$ cat src/rtl/wb_arbiter.sv
// -----------------------------------------------------------------------------
// wb_arbiter
//
// Writeback arbiter that sits directly after the ALU. It merges two result
// streams onto the single integer register-file write port:
//   * the ALU result stream, which has no backpressure and is always accepted;
//   * the LSU result stream (valid/ready), which is buffered in a small FIFO.
//
// ALU results normally win. A one-entry hold register absorbs an ALU result
// that arrives while the FIFO head is being forced through by the starvation
// guard, so ALU results are never dropped. The starvation guard forces the
// FIFO head out once it has waited STARVE_LIMIT cycles, and raises wb_stall
// so issue logic stops sending new ALU ops while that happens.
//
// Ports:
//   clk, rst        clock, synchronous active-high reset
//   alu_wb_*        ALU result (vld/addr/data), always accepted
//   lsu_wb_vld/rdy  LSU result handshake; rdy = FIFO not full
//   lsu_wb_addr/data LSU result payload
//   rf_wen/waddr/wdata  registered register-file write port
//   wb_stall        request to issue logic to stop issuing ALU ops
//   wb_busy         hold register occupied or FIFO non-empty
//   wb_retire_cnt   number of writeback events since reset (x0 included)
// -----------------------------------------------------------------------------
module wb_arbiter #(
  parameter int XLEN         = 64,
  parameter int LSU_DEPTH    = 4,
  parameter int STARVE_LIMIT = 8
) (
  input  logic            clk,
  input  logic            rst,
  // ALU result stream
  input  logic            alu_wb_vld,
  input  logic [4:0]      alu_wb_addr,
  input  logic [XLEN-1:0] alu_wb_data,
  // LSU result stream
  input  logic            lsu_wb_vld,
  output logic            lsu_wb_rdy,
  input  logic [4:0]      lsu_wb_addr,
  input  logic [XLEN-1:0] lsu_wb_data,
  // Register-file write port
  output logic            rf_wen,
  output logic [4:0]      rf_waddr,
  output logic [XLEN-1:0] rf_wdata,
  // Status
  output logic            wb_stall,
  output logic            wb_busy,
  output logic [63:0]     wb_retire_cnt
);

  localparam int PTR_W = (LSU_DEPTH > 1) ? $clog2(LSU_DEPTH) : 1;
  localparam int CNT_W = PTR_W + 1;
  localparam int STV_W = $clog2(STARVE_LIMIT + 1);

  localparam logic [CNT_W-1:0] FULL_CNT   = CNT_W'(LSU_DEPTH);
  localparam logic [STV_W-1:0] STARVE_MAX = STV_W'(STARVE_LIMIT);

  // ---------------------------------------------------------------------------
  // State
  // ---------------------------------------------------------------------------
  logic [4:0]      fifo_addr [LSU_DEPTH];
  logic [XLEN-1:0] fifo_data [LSU_DEPTH];

  logic [PTR_W-1:0] wr_ptr_reg;
  logic [PTR_W-1:0] rd_ptr_reg;
  logic [CNT_W-1:0] count_reg;

  logic             hold_vld_reg;
  logic [4:0]       hold_addr_reg;
  logic [XLEN-1:0]  hold_data_reg;

  logic [STV_W-1:0] starve_cnt_reg;

  logic             rf_wen_reg;
  logic [4:0]       rf_waddr_reg;
  logic [XLEN-1:0]  rf_wdata_reg;
  logic [63:0]      retire_cnt_reg;

  // ---------------------------------------------------------------------------
  // Source flags, all derived from registered state plus the live ALU valid
  // ---------------------------------------------------------------------------
  logic            fifo_full;
  logic            fifo_nempty;
  logic            starve;
  logic            push;
  logic [4:0]      head_addr;
  logic [XLEN-1:0] head_data;

  assign fifo_full   = (count_reg == FULL_CNT);
  assign fifo_nempty = (count_reg != '0);
  // starve_cnt saturates at the limit, but >= keeps the intent obvious
  assign starve      = (starve_cnt_reg >= STARVE_MAX) & fifo_nempty;

  // Ready comes from the registered count only, so it never depends on
  // this cycle's pop. It is also held low while reset is asserted.
  assign lsu_wb_rdy  = ~fifo_full & ~rst;
  assign push        = lsu_wb_vld & lsu_wb_rdy;

  // Asynchronous head read: a pushed entry must be selectable on the very
  // next cycle, which a registered read port could not provide.
  assign head_addr   = fifo_addr[rd_ptr_reg];
  assign head_data   = fifo_data[rd_ptr_reg];

  // ---------------------------------------------------------------------------
  // Selection
  // ---------------------------------------------------------------------------
  logic            sel_vld;
  logic [4:0]      sel_addr;
  logic [XLEN-1:0] sel_data;
  logic            pop;
  logic            hold_load;   // capture the ALU result into hold
  logic            hold_clear;  // hold was written out and nothing replaces it

  always_comb begin
    sel_vld    = 1'b0;
    sel_addr   = '0;
    sel_data   = '0;
    pop        = 1'b0;
    hold_load  = 1'b0;
    hold_clear = 1'b0;

    if (starve && !(hold_vld_reg && alu_wb_vld)) begin
      // Forced FIFO write. The concurrent ALU result (if any) parks in hold;
      // an occupied hold is simply kept. Both cannot happen together because
      // of the H&A exclusion above, so hold never overflows.
      sel_vld   = 1'b1;
      sel_addr  = head_addr;
      sel_data  = head_data;
      pop       = 1'b1;
      hold_load = alu_wb_vld;
    end else if (hold_vld_reg) begin
      sel_vld    = 1'b1;
      sel_addr   = hold_addr_reg;
      sel_data   = hold_data_reg;
      hold_load  = alu_wb_vld;
      hold_clear = ~alu_wb_vld;
    end else if (alu_wb_vld) begin
      sel_vld  = 1'b1;
      sel_addr = alu_wb_addr;
      sel_data = alu_wb_data;
    end else if (fifo_nempty) begin
      sel_vld  = 1'b1;
      sel_addr = head_addr;
      sel_data = head_data;
      pop      = 1'b1;
    end
  end

  // ---------------------------------------------------------------------------
  // FIFO storage (no reset needed: occupancy is tracked by the pointers)
  // ---------------------------------------------------------------------------
  always_ff @(posedge clk) begin
    if (push) begin
      fifo_addr[wr_ptr_reg] <= lsu_wb_addr;
      fifo_data[wr_ptr_reg] <= lsu_wb_data;
    end
  end

  // ---------------------------------------------------------------------------
  // Control state, hold register, starvation counter and output register
  // ---------------------------------------------------------------------------
  always_ff @(posedge clk) begin
    if (rst) begin
      wr_ptr_reg     <= '0;
      rd_ptr_reg     <= '0;
      count_reg      <= '0;
      hold_vld_reg   <= 1'b0;
      hold_addr_reg  <= '0;
      hold_data_reg  <= '0;
      starve_cnt_reg <= '0;
      rf_wen_reg     <= 1'b0;
      rf_waddr_reg   <= '0;
      rf_wdata_reg   <= '0;
      retire_cnt_reg <= '0;
    end else begin
      // Pointers wrap naturally because LSU_DEPTH is a power of two
      if (push) begin
        wr_ptr_reg <= wr_ptr_reg + 1'b1;
      end
      if (pop) begin
        rd_ptr_reg <= rd_ptr_reg + 1'b1;
      end
      case ({push, pop})
        2'b10:   count_reg <= count_reg + 1'b1;
        2'b01:   count_reg <= count_reg - 1'b1;
        default: count_reg <= count_reg;
      endcase

      if (hold_load) begin
        hold_vld_reg  <= 1'b1;
        hold_addr_reg <= alu_wb_addr;
        hold_data_reg <= alu_wb_data;
      end else if (hold_clear) begin
        hold_vld_reg  <= 1'b0;
      end

      // Counts cycles the current head has waited; reset whenever the head
      // leaves or there is no head at all.
      if (!fifo_nempty || pop) begin
        starve_cnt_reg <= '0;
      end else if (starve_cnt_reg < STARVE_MAX) begin
        starve_cnt_reg <= starve_cnt_reg + 1'b1;
      end

      // A write to x0 still updates address/data and is counted as retired,
      // it just does not assert the register-file write enable.
      if (sel_vld) begin
        rf_wen_reg     <= (sel_addr != 5'd0);
        rf_waddr_reg   <= sel_addr;
        rf_wdata_reg   <= sel_data;
        retire_cnt_reg <= retire_cnt_reg + 64'd1;
      end else begin
        rf_wen_reg     <= 1'b0;
      end
    end
  end

  // ---------------------------------------------------------------------------
  // Outputs
  // ---------------------------------------------------------------------------
  assign rf_wen        = rf_wen_reg;
  assign rf_waddr      = rf_waddr_reg;
  assign rf_wdata      = rf_wdata_reg;
  assign wb_stall      = starve;
  assign wb_busy       = hold_vld_reg | fifo_nempty;
  assign wb_retire_cnt = retire_cnt_reg;

endmodule

$ cat config.mk
export PLATFORM = sky130hd
export DESIGN_NAME = wb_arbiter
export DESIGN_NICKNAME = d
export VERILOG_FILES = /design/src/rtl/wb_arbiter.sv
export SDC_FILE = /design/constraint.sdc
export NUM_CORES = 1
export LEC_CHECK = 0
export ABC_AREA = 1
export CORE_ASPECT_RATIO = 1.75
export CORE_MARGIN = 5
export CORE_UTILIZATION = 50
export DETAILED_ROUTE_END_ITERATION = 7
export GPL_ROUTABILITY_DRIVEN = 1
export PLACE_DENSITY_LB_ADDON = 0.08
export SLEW_MARGIN = 5
export SYNTH_ARGS = -nofsm -noshare
export SYNTH_HDL_FRONTEND = slang
export SYNTH_SLANG_ARGS = --single-unit
$ cat constraint.sdc
create_clock -name clk -period 4.44 [get_ports clk]
set_input_delay 0.888 -clock clk [delete_from_list [all_inputs] [get_ports clk]]
set_output_delay 0.888 -clock clk [all_outputs]
set_load 0.02 [all_outputs]
==> reports/results.txt <==
Seq. cell area - 12,600 um2
chip height - 282 um
post-route setup slack - 1.44 ns
Sink Count - 493
post-route minimum period - 3.00 ns
Peak Freq - 0.333 GHz
Tightest Hold Check Type - reg -> reg
total power - 11.8 mW
CTS H-tree lvls - 2
max_cap viols - 0
syn_area_per_cell - 9.15 um2
Slew Limit Headroom - 28.4%
crit path max fanout - 2
DR vias/cell - 5.56
vias in the first global route - 16,800
total number of vias - 17,300
CP peak stage delay - 0.63 ns
routed length per placed instance - 19.1 um
Initial Utilization - 50.6%
Final Max Slew Viols - 0
Overall Global Routing Usage - 24.9%
CTS tree - yes
Syn Nets - 2,458
CP max stage cell - clkdlybuf4s50_1
Top Family by Delay on Critical Path - buffers and inverters
Clock Latency Late Sink - 0.57 ns
area of the die - 46,600 um2
first-pass GRT wire length - 90.7 mm
period utilisation layout - 67.6%
Std-Cell Rows - 99
status - completed
Overflow after GRT - 0
Largest register FFs - 256
Post-CTS Setup Bufs - 0
1st-iter DRT viols - 1,214
Layout Area Growth over Synthesis - 22.1%
drt drc - 0
NumNets Final - 2,668
Critical Path RT - 3.55 ns
worst slack, placed - 1.25 ns
post-synthesis cell type count - 38
dpl cells - 3,025
CP Class - in -> out
sequential area share after synthesis - 59.8%
ratio of cells with drive above 1 in the final layout - 6.66%
initial antenna violation count - 3
Worst Path Arrival - 2.11 ns
RePlAce Congestion - 0.937
clk buf depth - 3
post-route cell area - 25,800 um2
crit end category - output pin
Horiz. Die Dim - 165 um
RSZ-0062 raised after global routing - false
synthesized area - 21,100 um2
non-filler cells, final - 3,111
worst vdd ir - 0.313 mV
#FFs+latches synth - 493
worst-margin pin slew - 1.07 ns
Most common cell on crit path - clkdlybuf4s50_1
area of the multi-input gates - 7300 um2
core area - 41,700 um2
Static Leak - 8.91 nW
PostCTS Resize Cnt - 0
post-DP HPWL - 38.6 mm
CTS clk-pin slew, worst paths - 0.06 ns
PwrDens - 460 nW/um2
Synth warnings - 0
Root Driver - clkbuf_16
Synth Instances - 2,307
CTS buffer count - 45
post-placement cell area - 24,200 um2
Final Hold Vio Count - 0
Biggest register - fifo_data
First-pass DRT Iterations - 6
largest net degree at the start of global routing - 181
setup violators final - 0
Buf/Inv on CP - 2
CTS Hold Buffers Added - 0
critical path launch point type - input pin
WL final - 59.5 mm
number of I/O pins - 279
Clock Skews - 0.0235 ns
Critical Path, Cell by Cell - clkdlybuf4s50_1 > a21oi_1 > clkdlybuf4s50_1
FILL cells - 3,571
DRT antenna net count - 0
Port Buffers - 278
[cells by family (layout without fill, tap and decap cells)]
group / count (synthesis) / after routing / share of synthesized area, %
and+or+nand+nor: 894 / 894 / 18.5
AOI/OAI and AO/OA: 616 / 616 / 15.1
DFF: 493 / 493 / 59.8
buffers and inverters: 289 / 536 / 5.84
adders and majority gates: 9 / 9 / 0.569
xor gates and xnor gates: 6 / 6 / 0.249
other: 0 / 2 / 0
[synthesized netlist by cell type, drive strengths merged]
cell / n / share of area (%)
nand3b: 2 / 0.071
a31oi: 2 / 0.059
xor2: 3 / 0.12
nand3: 129 / 3.4
nand4: 16 / 0.47
nor2: 376 / 7.5
fa: 1 / 0.095
o21a: 1 / 0.036
or2: 1 / 0.030
edfxtp: 276 / 39
xnor2: 3 / 0.12
clkbuf: 59 / 1.0
ha: 8 / 0.47
and3: 1 / 0.030
nand2: 353 / 6.5
o21ai: 339 / 8.0
dfxtp: 217 / 21
and2: 1 / 0.030
inv: 151 / 2.7
o22ai: 64 / 1.9
nor3: 15 / 0.50
buf: 79 / 2.1
a21oi: 206 / 4.9
o21bai: 4 / 0.14
[layer usage]
| layer | GRT usage, % | part of all wire [%] |
|---|---|---|
| met1 | 28.3 | 37 |
| met4 | 11.0 | 4.4 |
| met5 | 0 | 0.039 |
| met2 | 45.8 | 52 |
| met3 | 3.50 | 5.6 |
[worst paths after layout]
kind,slack [ns],start,endpoint,cells after the start
max reg2reg,1.68,hold_vld_reg,count_reg[2],11
min,0.43,rd_ptr_reg[1],flop,1
max,1.44,rst,lsu_wb_rdy,3
min reg2reg,0.43,rd_ptr_reg[1],flop,1
[metrics by stage]
step           hold WS, ns  util [%]  setup TNS (ns)
2_1_floorplan        0.412         -         -149.37
3_3_place_gp         0.421      58.0               0
3_5_place_dp         0.427      58.0               0
4_1_cts              0.436      61.7               0
5_1_grt              0.467      61.7               0
6_report             0.435      61.7               0
[layout make-up]
cell class	instances	share of cell area (%)
antenna	2	0.0194
clock inverter	24	0.913
tap	555	2.69
inverter	151	2.22
clock buffer	60	5.11
timing repair buffer	301	11.7
sequential	493	49.0
multi-input combinational	1525	28.3
[cells in the final DEF, fill, tap and decap left out, types with 10 or more instances in the layout]
cell             netlist  layout
o22ai_1               64      64
nand4_1               16      16
edfxtp_1             276     276
nand2_1              339     339
a21oi_1              206     206
nor2_2                13      13
dfxtp_1              217     215
buf_4                 15      19
clkbuf_16              0      49
clkdlybuf4s50_1        0     277
nor2_4                13      17
nor2_1               348     344
nand3_1              120     120
o21ai_1               19      19
nor3_1                10      10
nand2_2               12      10
inv_1                147     145
o21ai_0              320     320
[power breakdown]
| part | total [mW] | internal (mW) | switching [mW] |
|---|---|---|---|
| combinational | 2.51 | 0.911 | 1.60 |
| clock | 3.99 | 2.24 | 1.74 |
| sequential | 5.34 | 5.13 | 0.218 |
| total | 11.8 | 8.28 | 3.56 |
Note: power is estimated with default switching activity, not from simulation.
